File: src/rtl/divsu_pkg.sv
// Shared types and constants for the iterative signed/unsigned divider.
package divsu_pkg;

  typedef enum logic [1:0] {
    IDLE = 2'd0,
    CALC = 2'd1,
    FIX  = 2'd2
  } divsu_state_t;

  localparam int DIVSU_MAX_W = 64;

  // All-ones quotient returned on divide-by-zero, right-aligned to width w.
  function automatic logic [DIVSU_MAX_W-1:0] DIVSU_DZ_Q(input int w);
    return {DIVSU_MAX_W{1'b1}} >> (DIVSU_MAX_W - w);
  endfunction

endpackage

File: src/rtl/divsu_mag.sv
// Combinational two's-complement conditional negate: magnitude at load, sign fix-up at the end.
module divsu_mag
  import divsu_pkg::*;
#(
  parameter int W = 8
) (
  input  logic [W-1:0] val,
  input  logic         neg,
  output logic [W-1:0] res
);

  assign res = neg ? (~val + W'(1)) : val;

endmodule

File: src/rtl/divsu_iter.sv
// Iterative restoring divider, one quotient bit per cycle.
// Signed operand support is built only when DIVSU_SIGNED_EN is defined.
module divsu_iter
  import divsu_pkg::*;
#(
  parameter int DIVIDEND_W = 32,
  parameter int DIVISOR_W  = 16
) (
  input  logic                  clk,
  input  logic                  reset,
  input  logic [DIVIDEND_W-1:0] a,
  input  logic [DIVISOR_W-1:0]  b,
  input  logic                  sign,
  input  logic                  start,
  output logic [DIVIDEND_W-1:0] q,
  output logic [DIVISOR_W-1:0]  r,
  output logic                  busy,
  output logic                  done,
  output logic                  dz
);

  localparam int CNT_W = $clog2(DIVIDEND_W);
  localparam logic [DIVIDEND_W-1:0] DZ_Q = DIVIDEND_W'(DIVSU_DZ_Q(DIVIDEND_W));
  localparam logic [CNT_W-1:0] CNT_LOAD = CNT_W'(DIVIDEND_W - 1);

  divsu_state_t            state;
  logic [CNT_W-1:0]        cnt;
  logic [DIVIDEND_W-1:0]   qreg;
  logic [DIVISOR_W-1:0]    rem;
  logic [DIVISOR_W-1:0]    bmag;
  logic                    neg_q;
  logic                    neg_r;
  logic                    dz_pend;

  logic                    neg_a_in;
  logic                    neg_b_in;
  logic [DIVIDEND_W-1:0]   amag_in;
  logic [DIVISOR_W-1:0]    bmag_in;
  logic [DIVIDEND_W-1:0]   qfix;
  logic [DIVISOR_W-1:0]    rfix;

`ifdef DIVSU_SIGNED_EN
  assign neg_a_in = sign & a[DIVIDEND_W-1];
  assign neg_b_in = sign & b[DIVISOR_W-1];
`else
  // Unsigned-only build: negate controls tie off and the mag units reduce to wires.
  logic sign_unused;
  assign sign_unused = sign;
  assign neg_a_in    = 1'b0;
  assign neg_b_in    = 1'b0;
`endif

  divsu_mag #(.W(DIVIDEND_W)) u_mag_a (.val(a),    .neg(neg_a_in), .res(amag_in));
  divsu_mag #(.W(DIVISOR_W))  u_mag_b (.val(b),    .neg(neg_b_in), .res(bmag_in));
  divsu_mag #(.W(DIVIDEND_W)) u_mag_q (.val(qreg), .neg(neg_q),    .res(qfix));
  divsu_mag #(.W(DIVISOR_W))  u_mag_r (.val(rem),  .neg(neg_r),    .res(rfix));

  // Partial remainder stays below bmag, so one extra bit is enough for the trial subtract.
  logic signed [DIVISOR_W:0] shifted;
  logic signed [DIVISOR_W:0] diff;
  logic                      ge;
  logic [DIVISOR_W-1:0]      rem_nxt;

  assign shifted = {rem, qreg[DIVIDEND_W-1]};
  assign diff    = shifted - $signed({1'b0, bmag});
  assign ge      = ~diff[DIVISOR_W];
  assign rem_nxt = ge ? diff[DIVISOR_W-1:0] : shifted[DIVISOR_W-1:0];

  always_ff @(posedge clk) begin
    if (reset) begin
      state <= IDLE;
      cnt   <= '0;
      q     <= '0;
      r     <= '0;
      busy  <= 1'b0;
      done  <= 1'b0;
      dz    <= 1'b0;
    end else begin
      done <= 1'b0;
      case (state)
        IDLE: begin
          if (start) begin
            busy  <= 1'b1;
            neg_q <= neg_a_in ^ neg_b_in;
            neg_r <= neg_a_in;
            rem   <= '0;
            bmag  <= bmag_in;
            if (b == '0) begin
              dz_pend <= 1'b1;
              qreg    <= a;
              state   <= FIX;
            end else begin
              dz_pend <= 1'b0;
              qreg    <= amag_in;
              cnt     <= CNT_LOAD;
              state   <= CALC;
            end
          end
        end
        CALC: begin
          qreg <= {qreg[DIVIDEND_W-2:0], ge};
          rem  <= rem_nxt;
          if (cnt == '0) state <= FIX;
          else           cnt   <= cnt - 1'b1;
        end
        FIX: begin
          if (dz_pend) begin
            q  <= DZ_Q;
            r  <= qreg[DIVISOR_W-1:0];
            dz <= 1'b1;
          end else begin
            q  <= qfix;
            r  <= rfix;
            dz <= 1'b0;
          end
          done  <= 1'b1;
          busy  <= 1'b0;
          state <= IDLE;
        end
        default: state <= IDLE;
      endcase
    end
  end

endmodule
File: config.mk
export PLATFORM = sky130hd
export DESIGN_NAME = divsu_iter
export DESIGN_NICKNAME = d
export VERILOG_FILES = /design/src/rtl/divsu_pkg.sv /design/src/rtl/divsu_mag.sv /design/src/rtl/divsu_iter.sv
export SDC_FILE = /design/constraint.sdc
export NUM_CORES = 1
export LEC_CHECK = 0
export BUFFER_PORTS_ARGS = -buffer_cell sky130_fd_sc_hd__buf_2
export CELL_PAD_IN_SITES_DETAIL_PLACEMENT = 1
export CELL_PAD_IN_SITES_GLOBAL_PLACEMENT = 1
export CORE_MARGIN = 2
export CORE_UTILIZATION = 39
export DETAILED_ROUTE_END_ITERATION = 8
export PLACE_DENSITY = 0.88
export SLEW_MARGIN = 5
export SYNTH_ARGS = -nofsm -noshare
export SYNTH_HDL_FRONTEND = slang
export SYNTH_SLANG_ARGS = --single-unit
File: constraint.sdc
create_clock -name clk -period 4.63 [get_ports clk]
set_clock_uncertainty 0.1 [all_clocks]
set_input_delay 0.463 -clock clk [delete_from_list [all_inputs] [get_ports clk]]
set_output_delay 0.463 -clock clk [all_outputs]
set_load 0.01 [all_outputs]
* Yosys cells after proc, flatten, opt, wreduce, memory -nomap -nowiden *
Index checks and enable logic that the tools add are counted.

word-level totals
  register bits after elaboration = 123
  output and inout bits = 51
  word-level logic and storage cells = 51

cells by class
  add/sub/neg operators = 2
  equality and inequality tests = 6
  multiplexer cells = 20
  bitwise gates (word level) = 2
  reductions and logical operators = 10

operators with widths
  operator             number
  $mux 32              2
  $pmux 32 s2          1
  $mux 16              3
  $pmux 16 s2          1
  $sub 17x17->17       1
  $logic_not 16->1     1
  $mux 5               3
  $pmux 5 s2           1
  $ne 2x2->1 const B   4
  $mux 2               3
  $reduce_and 3->1     2
  $logic_not 5->1      1
  $sub 5x1->5 const B  1
  $mux 1               4
  $pmux 2 s2           1
  $reduce_and 2->1     2
  $reduce_and 4->1     1
  $reduce_bool 2->1    2
  $eq 2x1->1 const B   1
  $eq 2x2->1 const B   1
  $logic_not 2->1      1
  $not 1->1            2
  $pmux 1 s2           1

* Depth between registers and ports, before layout *
Gate-level depths: netlist of run 1.

  depth after elaboration = 4
  gate-level depth with buffers = 11
  mapped depth without buffers = 10

* Hierarchy *
Synthesis of run 1 repeated with hierarchy kept, for this count alone.

second synthesis, totals
  cell total of the unflattened synthesis = 970
  area, all modules = 8451.9 µm²

modules (own cells, without submodules)
  module                    times used  cells an instance  area an instance (µm²)
  divsu_iter                1           678                6232.2
  divsu_mag at u_mag_a ...  2           99                 777.0
  divsu_mag at u_mag_b ...  2           47                 332.8

* Worst setup path after synthesis of run 1 *
No wires, ideal clock.

  path type = input to register
  from = input port reset
  to = register state[1]
  library setup time = 75 ps
  arrival time = 4601 ps
  slack = -145 ps
  cell stages on the path = 3
  buffers on the path = 1
  cell sequence = clkbuf_1 > nor3_1 > o221a_2

RTL lines
  what                  line              text
  start, declared       divsu_iter.sv:10  input logic reset,
  end signal, assigned  divsu_iter.sv:71  state <= IDLE;
  end signal, assigned  divsu_iter.sv:91  state <= FIX;
  end signal, assigned  divsu_iter.sv:96  state <= CALC;
  end, declared         divsu_iter.sv:26  divsu_state_t state;

* Worst setup path after layout of run 1 *
  from = register qreg[31]
  to = register rem[14] (data pin)

between the ends
  longest elaborated chain between the ends = 3

ends and longest elaborated chain
  what                    line               text
  start, declared         divsu_iter.sv:28   logic [DIVIDEND_W-1:0] qreg;
  start signal, assigned  divsu_iter.sv:94   qreg <= amag_in;
  start signal, assigned  divsu_iter.sv:101  qreg <= {qreg[DIVIDEND_W-2:0], ge};
  $sub 17x17->17          divsu_iter.sv:65   assign diff = shifted - $signed({1'b0, bmag});
  $mux 16                 divsu_iter.sv:67   assign rem_nxt = ge ? diff[DIVISOR_W-1:0] : shifted[DIVISOR_W-1:0];
  $pmux 16 s2             divsu_iter.sv:80   case (state)
  end signal, assigned    divsu_iter.sv:102  rem <= rem_nxt;
  end, declared           divsu_iter.sv:29   logic [DIVISOR_W-1:0] rem;

Every way passes these cells.
A chain may end at the register's enable or synchronous reset.

==> PnR_summary.wiki, run 1 <==
{| class="wikitable"
! Metric !! Value
|-
| Number of H-tree levels || 4
|-
| Pwr Total || around 3200 uW
|-
| Std-Cell Rows || 44
|-
| Mapped cell area || 5710 um^2
|-
| Peak VDD IR || ~260 uV
|-
| Ratio of routed vias to standard cells || 5.36
|-
| Largest delay contributor family on the critical path || compound AO/OA/AOI/OAI gates
|-
| Number of flops mapped to enable cells by yosys || 65
|-
| Number of buffers inserted for hold repair after clock tree synthesis || 0
|-
| Arrival time reported for the critical path endpoint || 3.63 ns
|-
| Cell count after synthesis || 592
|-
| Setup_tns || 0 ns
|-
| Share of final-layout standard cells stronger than drive strength 1 || 22.2%
|-
| Post-layout instance area || 7020 um^2
|-
| Top cell type by total area after synthesis || edfxtp_1
|-
| Worst path cell trace || inv_1 -> ha_1 -> fa_1 -> nand2b_1 -> a21oi_2 -> o211ai_2 -> a21oi_2 -> xor2_2 -> o2111ai_1 -> a21oi_1
|-
| Category of the worst setup path capture point || flip-flop
|-
| Number of failing setup endpoints in the final timing report || 0
|-
| Worst endpoint required time || 4.77 ns
|-
| Initial antenna violation count || 1
|-
| Die extent in y || 125 um
|-
| Kind of start point of the critical path || flip-flop
|-
| Area share of the leading cell type in the synthesized netlist || 34.2%
|-
| Unrepaired setup endpoints after global routing || no
|-
| Reg clk slew, reported paths || 0.06 ns
|-
| Max-cap check violation count || 0
|-
| Boundary pin count || 103
|-
| Final Wtd Congestion || between 0.7 and 0.8
|-
| Die Width || 125 um
|-
| Top cell by count, worst path || a21oi_2
|-
| Number of failing hold endpoints at the final stage || 0
|-
| Seq/Total Area, Yosys || roughly 54%
|-
| Synth warnings || 0
|-
| Pins Over Slew Limit || 0
|-
| Leakage component of the power || 0.00303 uW
|-
| Path type of the worst min-delay path || in2reg
|-
| Top fanout value on the critical path || 20
|-
| Minimum clock period after layout || 3.49 ns
|-
| Count of unique library cells instantiated by Yosys || 46
|-
| Top post-synthesis cells by area || edfxtp_1, dfxtp_1, nand2_1
|-
| F_max || 287 MHz
|-
| Initial Utilization || 39.6%
|-
| Resize count post-CTS || 0
|-
| Buffer levels on the longest clock path || 2
|-
| Setup slack, reg-to-reg || 1.14 ns
|-
| Count of buffers inserted at the top-level ports || a little over 100
|-
| Worst skew pair latency || between 0.4 and 0.5 ns
|-
| Post-synthesis async set-or-reset flop share || 0%
|-
| Global-route congestion overflow total || 0
|-
| Number of vias in the routed layout || 4726
|-
| Die Footprint || between 15000 and 20000 um^2
|-
| Transition time at the pin with the least slew margin || 1.19 ns
|-
| Run status || finished, final reports clean
|-
| Number of buffers created by CTS || 17
|-
| Post-route ant nets || 0
|-
| CTS tree || done
|-
| Post-Syn Area per Cell || 9.65 um^2
|-
| Area of the placeable core || 14400 um^2
|-
| Post-route clock period utilization || approximately three quarters
|-
| Synthesis-stage register bit count || 123
|-
| Routed WL per cell || 18.6 um
|-
| Final wirelength || 16400 um
|-
| PD cells || 460 nW/um^2
|-
| Total clock sinks || 123
|-
| Iteration-0 DRC count of the detailed router || ~300
|-
| Drt drc || 0
|-
| Pre-antenna DRT Iters || 4
|-
| # Post-CTS Setup Buffers || 0
|-
| Maximum number of pins on one net before global-route repair || 67
|-
| Maximum single-stage delay on the critical path || 0.86 ns
|-
| Net count reported at finish || 755
|-
| Relative area change from synthesis to final layout || 22.9%
|-
| Number of cells in the finished layout apart from fillers || 882
|-
| Buffering stage count on the worst path with inverters included || 1
|-
| First-pass GRT wire length || around 26000 um
|-
| Root cell of the clock tree || clkbuf_16
|-
| Relative max-transition margin || 20.3%
|-
| Prevailing post-synth register cell || edfxtp_1
|-
| CP Class || reg2reg
|-
| Master of the slowest instance on the critical path || xor2_2
|-
| Number of global-route vias before repair || 5052
|-
| Placed cell count || 849
|-
| Detailed placement HPWL || roughly 11000 um
|-
| Placed Area || 6390 um^2
|-
| Nets in the synthesized netlist || ~660
|-
| Overall fraction of global-route tracks in use || 21.3%
|}
layout make-up:
| type | instances | area, um^2 |
|---|---|---|
| Multi-Input combinational cell | 412 | 2410 |
| Clock inverter | 10 | 108 |
| Clock buffer | 22 | 517 |
| Timing Repair Buffer | 108 | 558 |
| Tap cell | 184 | 230 |
| Sequential cell | 123 | 3110 |
| Fill cell | 1666 | 7400 |
| Inverter | 22 | 82.6 |
| Antenna cell | 1 | 2.50 |
logic make-up (layout without fill, tap and decap cells):
logic type / Yosys count / after routing / synth area share (%)
simple gates: 283 / 283 / 21.5
flops: 123 / 123 / 54.5
compound gates: 65 / 65 / 8.21
buf+inv: 57 / 162 / 3.90
mux: 29 / 29 / 5.12
fa+ha+maj: 19 / 19 / 4.29
xor+xnor: 16 / 16 / 2.45
other cells: 0 / 1 / 0
state kept, by name, summed over array words and instances, names as in the netlist, 2 cells and up:
name	cells
bmag	16
cnt	5
q	32
qreg	32
r	16
rem	16
state	2
where the power goes:
part | switching, uW | leakage [uW] | internal (uW)
logic | 319 | 0.00164 | 203
clock network | 491 | 0.000302 | 894
registers | 70.2 | 0.00109 | 1250
total | 880 | 0.00303 | 2350
per-stage QoR:
| step | utilization, % | hold slack (ns) | setup slack (ns) |
|---|---|---|---|
| finish | 48.7 | 0.128 | 1.14 |
| CTS | 48.7 | 0.110 | 1.12 |
| detailed placement | 44.3 | 0.365 | 1.23 |
| floorplan | - | 0.379 | 1.47 |
| global route | 48.7 | 0.119 | 0.943 |
| global placement | 44.3 | 0.354 | 1.37 |
worst reg2reg max path, cell delays in order (launching register included):
cell and delay [ns]:
edfxtp_1 0.39, inv_1 0.06, ha_1 0.21, fa_1 0.41, nand2b_1 0.20, a21oi_2 0.21, o211ai_2 0.15, a21oi_2 0.20
xor2_2 0.86, o2111ai_1 0.28, a21oi_1 0.23
layer usage:
| metal | vias up | global-route usage [%] | share of wire, % |
|---|---|---|---|
| met2 | 142 | 37.6 | 50 |
| met4 | 0 | 9.87 | 2.9 |
| li1 | 2243 | - | - |
| met1 | 2308 | 24.6 | 42 |
| met5 | - | 0 | 0 |
| met3 | 33 | 5.01 | 4.6 |
cells in the mapped netlist, drive strengths merged, types with 7 or more instances:
master / number
inv: 22
xnor2: 10
a211oi: 19
mux2i: 27
nor3: 69
clkbuf: 28
ha: 18
dfxtp: 58
nand2b: 8
nor2: 72
a21oi: 20
buf: 7
edfxtp: 65
nand2: 113
worst paths after layout:
| path | cells past startpoint | endpoint | from |
|---|---|---|---|
| worst max register to register | 10 | rem[14]$_SDFFCE_PN0P_ | qreg[31]$_DFFE_PP_ |
| worst max-delay path | 10 | rem[14]$_SDFFCE_PN0P_ | qreg[31]$_DFFE_PP_ |
| worst min register to register | 2 | dz$_SDFFE_PP0P_ | dz$_SDFFE_PP0P_ |
| worst min-delay path | 1 | bmag[5]$_DFFE_PP_ | b[5] |
cell usage in the layout, fill, tap and decap left out, types with 18 or more instances in the layout:
cell type,count
nand2_1,113
inv_1,22
a211oi_1,19
clkbuf_16,19
ha_1,18
mux2i_1,27
nor2_1,71
nor3_1,66
edfxtp_1,65
buf_2,101
dfxtp_1,58
Note: power is estimated with default switching activity, not from simulation.
==> run 2: changes to the inputs <==
Settings changed: ABC_AREA set to 1, CORE_UTILIZATION 39 to 37, PLACE_DENSITY 0.88 to 0.86.
Clock period 4.63 ns to 3.15 ns, I/O delays scaled along.
==> run 2 against run 1 <==
Routed wire length up 13%. Area after synthesis is 8.0% higher. Sequential power is 67% higher.
==> PnR_summary.wiki, run 2 <==
{| class="wikitable"
! Metric !! Value
|-
| Transition time at the pin with the least slew margin || 0.693 ns (-0.499 ns)
|-
| Synthesis-stage register bit count || 123 (unchanged)
|-
| Final Wtd Congestion || 0.828 (+6.6%)
|-
| Die extent in y || 133 um (+6.5%)
|-
| Unrepaired setup endpoints after global routing || no
|-
| Post-Syn Area per Cell || 7.82 um^2 (-19%)
|-
| First-pass GRT wire length || 30300 um (+16%)
|-
| Worst endpoint required time || 3.22 ns (-1.55 ns)
|-
| F_max || 410 MHz (+43%)
|-
| Int Pwr || 3820 uW (+63%)
|-
| Minimum clock period after layout || 2.44 ns (-1.05 ns)
|-
| Global-route congestion overflow total || 0 (unchanged)
|-
| Most numerous cell types in the synthesized netlist || nand2_1, inv_1, edfxtp_1
|-
| Relative max-transition margin || 53.8% (+33 points)
|-
| Top post-synthesis cells by area || edfxtp_1, dfxtp_1, nand2_1
|-
| Area of the placeable core || 16500 um^2 (+14%)
|-
| Mapped cell area || 6170 um^2 (+8.0%)
|-
| Share of final-layout standard cells stronger than drive strength 1 || 18.1% (-4.2 points)
|-
| Buffer levels on the longest clock path || 2 (unchanged)
|-
| Net count reported at finish || 976 (+29%)
|-
| Pwr Total || 5970 uW (+85%)
|-
| Post-layout instance area || 7680 um^2 (+9.5%)
|-
| Number of failing setup endpoints in the final timing report || 0 (unchanged)
|-
| Number of H-tree levels || 4 (unchanged)
|-
| Prevailing post-synth register cell || edfxtp_1
|-
| Area share of the leading cell type in the synthesized netlist || 31.6% (-2.5 points)
|-
| Maximum number of pins on one net before global-route repair || 52 (-22%)
|-
| PD cells || 777 nW/um^2 (+69%)
|-
| Part of the total power dissipated in combinational logic || 29.9% (+14 points)
|-
| Post-route ant nets || 0 (unchanged)
|-
| Count of buffers inserted at the top-level ports || 101 (unchanged)
|-
| Worst skew pair latency || 0.42 ns (about the same)
|-
| Max-cap check violation count || 0 (unchanged)
|-
| Leading cell type in the layout, fill and taps excluded || nand2_1
|-
| Run status || finished, final reports clean
|-
| Commonest non-fill, non-tap cells in the layout || nand2_1, buf_2, inv_1
|-
| Detailed placement HPWL || 12600 um (+15%)
|-
| Die Width || 133 um (+6.5%)
|-
| Final wirelength || 18500 um (+13%)
|-
| Leakage component of the power || 0.00392 uW (+29%)
|-
| Top cell type by total area after synthesis || edfxtp_1
|-
| Drt drc || 0 (unchanged)
|-
| Reg clk slew, reported paths || 0.06 ns (about the same)
|-
| Reg2reg start || qreg[31]$_DFFE_PP_
|-
| Top fanout value on the critical path || 9 (-55%)
|-
| Relative contribution of sequential cells to total power || 36.9% (-4.1 points)
|-
| Total clock sinks || 123 (unchanged)
|-
| CP Class || reg2reg
|-
| Post-route clock period utilization || 77.4% (+2.1 points)
|-
| Switching power summed over all nets || 2150 uW (+140%)
|-
| Cell with the most instances after synthesis || nand2_1
|-
| Std-Cell Rows || 47 (+6.8%)
|-
| Setup_tns || 0 ns (unchanged)
|-
| Pre-antenna DRT Iters || 4 (unchanged)
|-
| CTS tree || done
|-
| Root cell of the clock tree || clkbuf_16
|-
| Cell count after synthesis || 789 (+33%)
|-
| Post-synthesis async set-or-reset flop share || 0% (unchanged)
|-
| Ratio of routed vias to standard cells || 4.98 (-7.0%)
|-
| Number of global-route vias before repair || 6137 (+21%)
|-
| Die Footprint || 17700 um^2 (+13%)
|-
| Routed WL per cell || 16.2 um (-13%)
|-
| Count of unique library cells instantiated by Yosys || 32 (-30%)
|-
| Initial antenna violation count || 0 (-1)
|-
| Category of the worst setup path capture point || flip-flop
|-
| Nets in the synthesized netlist || 860 (+30%)
|-
| Placed Area || 6930 um^2 (+8.4%)
|-
| Pins Over Slew Limit || 0 (unchanged)
|-
| Cell depth of the worst flop-to-flop path || 13 (+3)
|-
| Number of buffers created by CTS || 17 (unchanged)
|-
| Hold Startpoint || a[21]
|-
| Initial Utilization || 37.5% (-2.1 points)
|-
| Number of vias in the routed layout || 5670 (+20%)
|-
| Crit path launch || qreg[31]$_DFFE_PP_
|-
| Number of failing hold endpoints at the final stage || 0 (unchanged)
|-
| Relative area change from synthesis to final layout || 24.5%
|-
| Overall fraction of global-route tracks in use || 21.7% (+0.32 points)
|-
| Synth warnings || 0 (unchanged)
|-
| Kind of start point of the critical path || flip-flop
|-
| Seq/Total Area, Yosys || 50.4% (-4.1 points)
|-
| Proportion of power drawn by the clock network || 33.2% (-9.7 points)
|-
| Net switching share of the total power || 36.0% (+8.8 points)
|-
| Top flop regs || q: 32 flops, qreg: 32 flops
|-
| Number of flops mapped to enable cells by yosys || 65 (unchanged)
|-
| Boundary pin count || 103 (unchanged)
|-
| Ant. Diodes || 0 (-1)
|-
| Peak VDD IR || 441 uV (+68%)
|-
| Iteration-0 DRC count of the detailed router || 360 (+20%)
|-
| Path type of the worst min-delay path || in2reg
|-
| Depth of the worst hold-timing path || 3 (+2)
|-
| Arrival time reported for the critical path endpoint || 2.51 ns (-1.12 ns)
|}
==> run 2: cell count changes in the layout (fill, tap and decap cells not counted), moves of 16 or more <==
| cell | previous run | this run |
|---|---|---|
| nand2_1 | 113 | 267 |
| inv_1 | 22 | 93 |
| nor3_1 | 66 | 3 |
| nand3_1 | 3 | 63 |
| o21ai_0 | 3 | 53 |
| a21oi_1 | 15 | 46 |
| mux2i_1 | 27 | 0 |
| a211oi_1 | 19 | 1 |
| dlygate4sd3_1 | 0 | 16 |
==> run 2: critical path: stages (launching register included) <==
cell	delay, ns
edfxtp_1	0.43
inv_1	0.06
ha_1	0.21
fa_1	0.41
inv_1	0.09
nand2_1	0.05
nand2_1	0.09
nand3_2	0.09
nand2_2	0.12
nand2_4	0.09
nand3_4	0.14
nand2_8	0.09
nor2_1	0.13
nor2_1	0.07
==> run 2: repair_timing <==
item | CTS | global route
setup buffers | 0 | 0
gates resized for setup | 0 | 0
hold buffers | 16 | 0
hold endpoints to repair | 16 | 0
==> run 2: kinds of logic (layout without fill, tap and decap cells) <==
family                     Yosys count  in the layout  synth area share [%]
buffers and inverters              125            254                  7.68
DFF                                123            123                  50.4
adders and majority gates           19             19                  3.97
and+or+nand+nor                    413            413                  28.5
xor gates and xnor gates             5              5                 0.709
AOI/OAI and AO/OA                  104            104                  8.72
==> run 2: final cells by class <==
class / count / area [um^2]
well taps: 220 / 275
inverters: 96 / 360
multi-input cells: 541 / 2610
clock buffers: 20 / 457
repair buffers: 126 / 733
fillers: 2063 / 8780
flip-flops and latches: 123 / 3110
clock inverters: 12 / 136
==> run 2: worst paths after layout <==
kind	endpoint	slack (ns)
worst min-delay path	qreg[21]$_DFFE_PP_	0.05
worst max-delay path	rem[13]$_SDFFCE_PN0P_	0.71
worst min register to register	q[2]$_SDFFE_PP0P_	0.37
worst max register to register	rem[13]$_SDFFCE_PN0P_	0.71
==> run 2: metrics by stage <==
stage / hold slack (ns) / cells / worst slack [ns] / util (%)
after floorplan: 0.314 / 789 / 0.169 / -
after global placement: 0.351 / 1090 / 0.840 / 42.1
after detailed placement: 0.361 / 1090 / 0.776 / 42.1
after CTS: 0.0478 / 1138 / 0.718 / 46.7
after global routing: 0.0719 / 1138 / 0.586 / 46.7
final: 0.0535 / 1138 / 0.711 / 46.7
==> run 2: power by group through the flow <==
| stage | clock [uW] | combinational, uW | sequential, uW |
|---|---|---|---|
| finish | 1980 | 1780 | 2200 |
| global route | 2060 | 2040 | 2230 |
| CTS | 1990 | 1800 | 2210 |
| detailed placement | 0 | 1740 | 2230 |
| global placement | 0 | 1660 | 2220 |
| floorplan | 0 | 1210 | 2200 |
==> run 2: metal layers <==
layer | GRT usage (%) | wire (um)
met5 | 0 | 0
met4 | 8.57 | 471
met3 | 3.81 | 689
met2 | 39.1 | 9560
met1 | 25.7 | 7750
==> run 3: changes to the inputs <==
Settings changed: ABC_AREA 1 to 0, CORE_UTILIZATION 37 to 43, PLACE_DENSITY 0.86 to 0.91.
Clock period 3.15 ns to 2.5 ns, I/O delays scaled along.
==> run 3 against run 2 <==
The flow now finishes with violations (negative setup slack). Cell count is 18% lower. Combinational power is 23% lower. Register-to-register slack worse by 1.0 ns. Routed wire length is 13% higher. Hold slack worse by 0.045 ns. Via count is 7.3% lower. Design area hardly changed. Die area is 20% lower. Non-clock buffer count is 38 higher. Largest power group is now the clock network.
==> PnR_summary.wiki, run 3 (synthesized netlist as in run 1, its figures left out) <==
{| class="wikitable"
! Metric !! Value
|-
| Initial antenna violation count || 0 (unchanged)
|-
| Peak VDD IR || 604 uV (+37%)
|-
| Minimum hold slack || 0.00810 ns (-0.0454 ns)
|-
| CP Class || reg2reg
|-
| Initial Utilization || 43.7% (+6.2 points)
|-
| Post-route clock period utilization || 112% (+35 points)
|-
| Placed cell count || 869 (-20%)
|-
| Category of the worst setup path capture point || flip-flop
|-
| Die extent in y || 119 um (-10%)
|-
| Relative contribution of sequential cells to total power || 38.4% (+1.5 points)
|-
| Buffer levels on the longest clock path || 2 (unchanged)
|-
| Net switching share of the total power || 29.2% (-6.8 points)
|-
| Final core utilization || 58.7% (+12 points)
|-
| Switching power summed over all nets || 1870 uW (-13%)
|-
| Number of cells in the finished layout apart from fillers || 929 (-18%)
|-
| Ant. Diodes || 0 (unchanged)
|-
| Detailed placement HPWL || 12100 um (-4.3%)
|-
| Share of final-layout standard cells stronger than drive strength 1 || 28.8% (+11 points)
|-
| Number of global-route vias before repair || 5546 (-9.6%)
|-
| Kind of start point of the critical path || flip-flop
|-
| PD cells || 835 nW/um^2 (+7.4%)
|-
| Relative area change from synthesis to final layout || 34.4%
|-
| Number of vias in the routed layout || 5258 (-7.3%)
|-
| Drt drc || 0 (unchanged)
|-
| Overall fraction of global-route tracks in use || 28.1% (+6.4 points)
|-
| Number of failing setup endpoints in the final timing report || 19 (+19)
|-
| Relative max-transition margin || 52.3% (-1.5 points)
|-
| Std-Cell Rows || 42 (-11%)
|-
| Routed WL per cell || 22.4 um (+38%)
|-
| CTS tree || done
|-
| Pre-antenna DRT Iters || 5 (+1)
|-
| Transition time at the pin with the least slew margin || 0.714 ns (+0.0212 ns)
|-
| Die Footprint || 14200 um^2 (-20%)
|-
| Area of the placeable core || 13100 um^2 (-21%)
|-
| Number of H-tree levels || 4 (unchanged)
|-
| Die Width || 119 um (-10%)
|-
| Root cell of the clock tree || clkbuf_16
|-
| Number of failing hold endpoints at the final stage || 0 (unchanged)
|-
| Iteration-0 DRC count of the detailed router || 531 (+48%)
|-
| Arrival time reported for the critical path endpoint || 2.93 ns (+0.42 ns)
|-
| Final WS setup || -0.308 ns (-1.02 ns)
|-
| Unrepaired setup endpoints after global routing || yes
|-
| Pwr Total || 6410 uW (+7.3%)
|-
| Proportion of power drawn by the clock network || 40.3% (+7.1 points)
|-
| Part of the total power dissipated in combinational logic || 21.3% (-8.6 points)
|-
| Path type of the worst min-delay path || in2reg
|-
| Global-route congestion overflow total || 0 (unchanged)
|-
| Top flop regs || q: 32 flops, qreg: 32 flops
|-
| Total clock sinks || 123 (unchanged)
|-
| Setup slack at placement || -0.231 ns (-1.01 ns)
|-
| Violations in the final reports || negative setup slack
|-
| Number of buffers created by CTS || 17 (unchanged)
|-
| Net count reported at finish || 811 (-17%)
|-
| Count of buffers inserted at the top-level ports || 101 (unchanged)
|-
| Top fanout value on the critical path || 6 (-3)
|-
| F_max || 356 MHz (-13%)
|-
| Commonest non-fill, non-tap cells in the layout || nand2_1, buf_2, nor2_1
|-
| Max-cap check violation count || 0 (unchanged)
|-
| Minimum clock period after layout || 2.81 ns (+0.369 ns)
|-
| Boundary pin count || 103 (unchanged)
|-
| Leading cell type in the layout, fill and taps excluded || nand2_1
|-
| Worst endpoint required time || 2.62 ns (-0.60 ns)
|-
| First-pass GRT wire length || 30200 um (-0.43%)
|-
| Int Pwr || 4540 uW (+19%)
|-
| Maximum number of pins on one net before global-route repair || 50 (-3.8%)
|-
| Final Wtd Congestion || 0.788 (-4.8%)
|-
| Post-route ant nets || 0 (unchanged)
|-
| Pins Over Slew Limit || 0 (unchanged)
|-
| Run status || complete, but fails checks
|-
| Ratio of routed vias to standard cells || 5.66 (+14%)
|-
| Final wirelength || 20800 um (+13%)
|-
| Reg clk slew, reported paths || 0.07 ns (about the same)
|-
| Leakage component of the power || 0.00333 uW (-15%)
|-
| Worst skew pair latency || 0.43 ns (about the same)
|}
[run 3: worst max-delay path: stages, from the launching register on]
cell and delay (ns):
edfxtp_1 0.45, ha_1 0.40, a21oi_1 0.22, o21ai_1 0.13, nor3_2 0.27, a21oi_2 0.11, xor2_2 0.16, buf_4 0.15
clkbuf_16 0.15, buf_6 0.11, a211oi_1 0.34
[run 3: layout make-up]
class / count / area, um^2
fillers: 1478 / 5410
flip-flops and latches: 123 / 3110
multi-input cells: 412 / 2580
repair buffers: 164 / 1070
clock buffers: 21 / 470
well taps: 176 / 220
clock inverters: 11 / 143
inverters: 22 / 82.6
[run 3: layer usage]
layer  up-vias  GRT usage (%)  routed length (um)
li1       2350              -                   -
met1      2609           33.1                8280
met2       242           48.7               10500
met3        57           6.37                1250
met4         0           12.5                 796
met5         -              0                   0
[run 3: worst paths after layout]
| kind | from | endpoint | slack [ns] | cells past startpoint |
|---|---|---|---|---|
| setup / recovery | rem[14]$_SDFFCE_PN0P_ | rem[0]$_SDFFCE_PN0P_ | -0.31 | 10 |
| setup reg to reg | rem[14]$_SDFFCE_PN0P_ | rem[0]$_SDFFCE_PN0P_ | -0.31 | 10 |
| hold / removal | a[20] | qreg[20]$_DFFE_PP_ | 0.008 | 3 |
| hold reg to reg | dz$_SDFFE_PP0P_ | dz$_SDFFE_PP0P_ | 0.37 | 2 |
[run 3: what timing repair did]
item                       CTS  global route
gates resized for setup     11            25
pin swaps                    9             6
hold buffers                16             0
setup buffers                7             5
hold endpoints to repair    16             0
setup endpoints to repair   17            19
gates cloned                 1             0
[run 3: power by group through the flow]
stage,sequential [uW],combinational (uW),clock [uW]
6_report,2460,1370,2580
5_1_grt,2470,1450,2670
4_1_cts,2440,1220,2560
3_5_place_dp,2480,1060,0
3_3_place_gp,2460,975,0
2_1_floorplan,2460,664,0
[run 3: per-stage QoR]
step           setup TNS, ns  instance area [um^2]
6_report               -4.15                  7680
5_1_grt                -5.57                  7680
4_1_cts                -2.74                  7550
3_5_place_dp           -2.75                  6630
3_3_place_gp          -0.813                  6630
2_1_floorplan              0                  5740
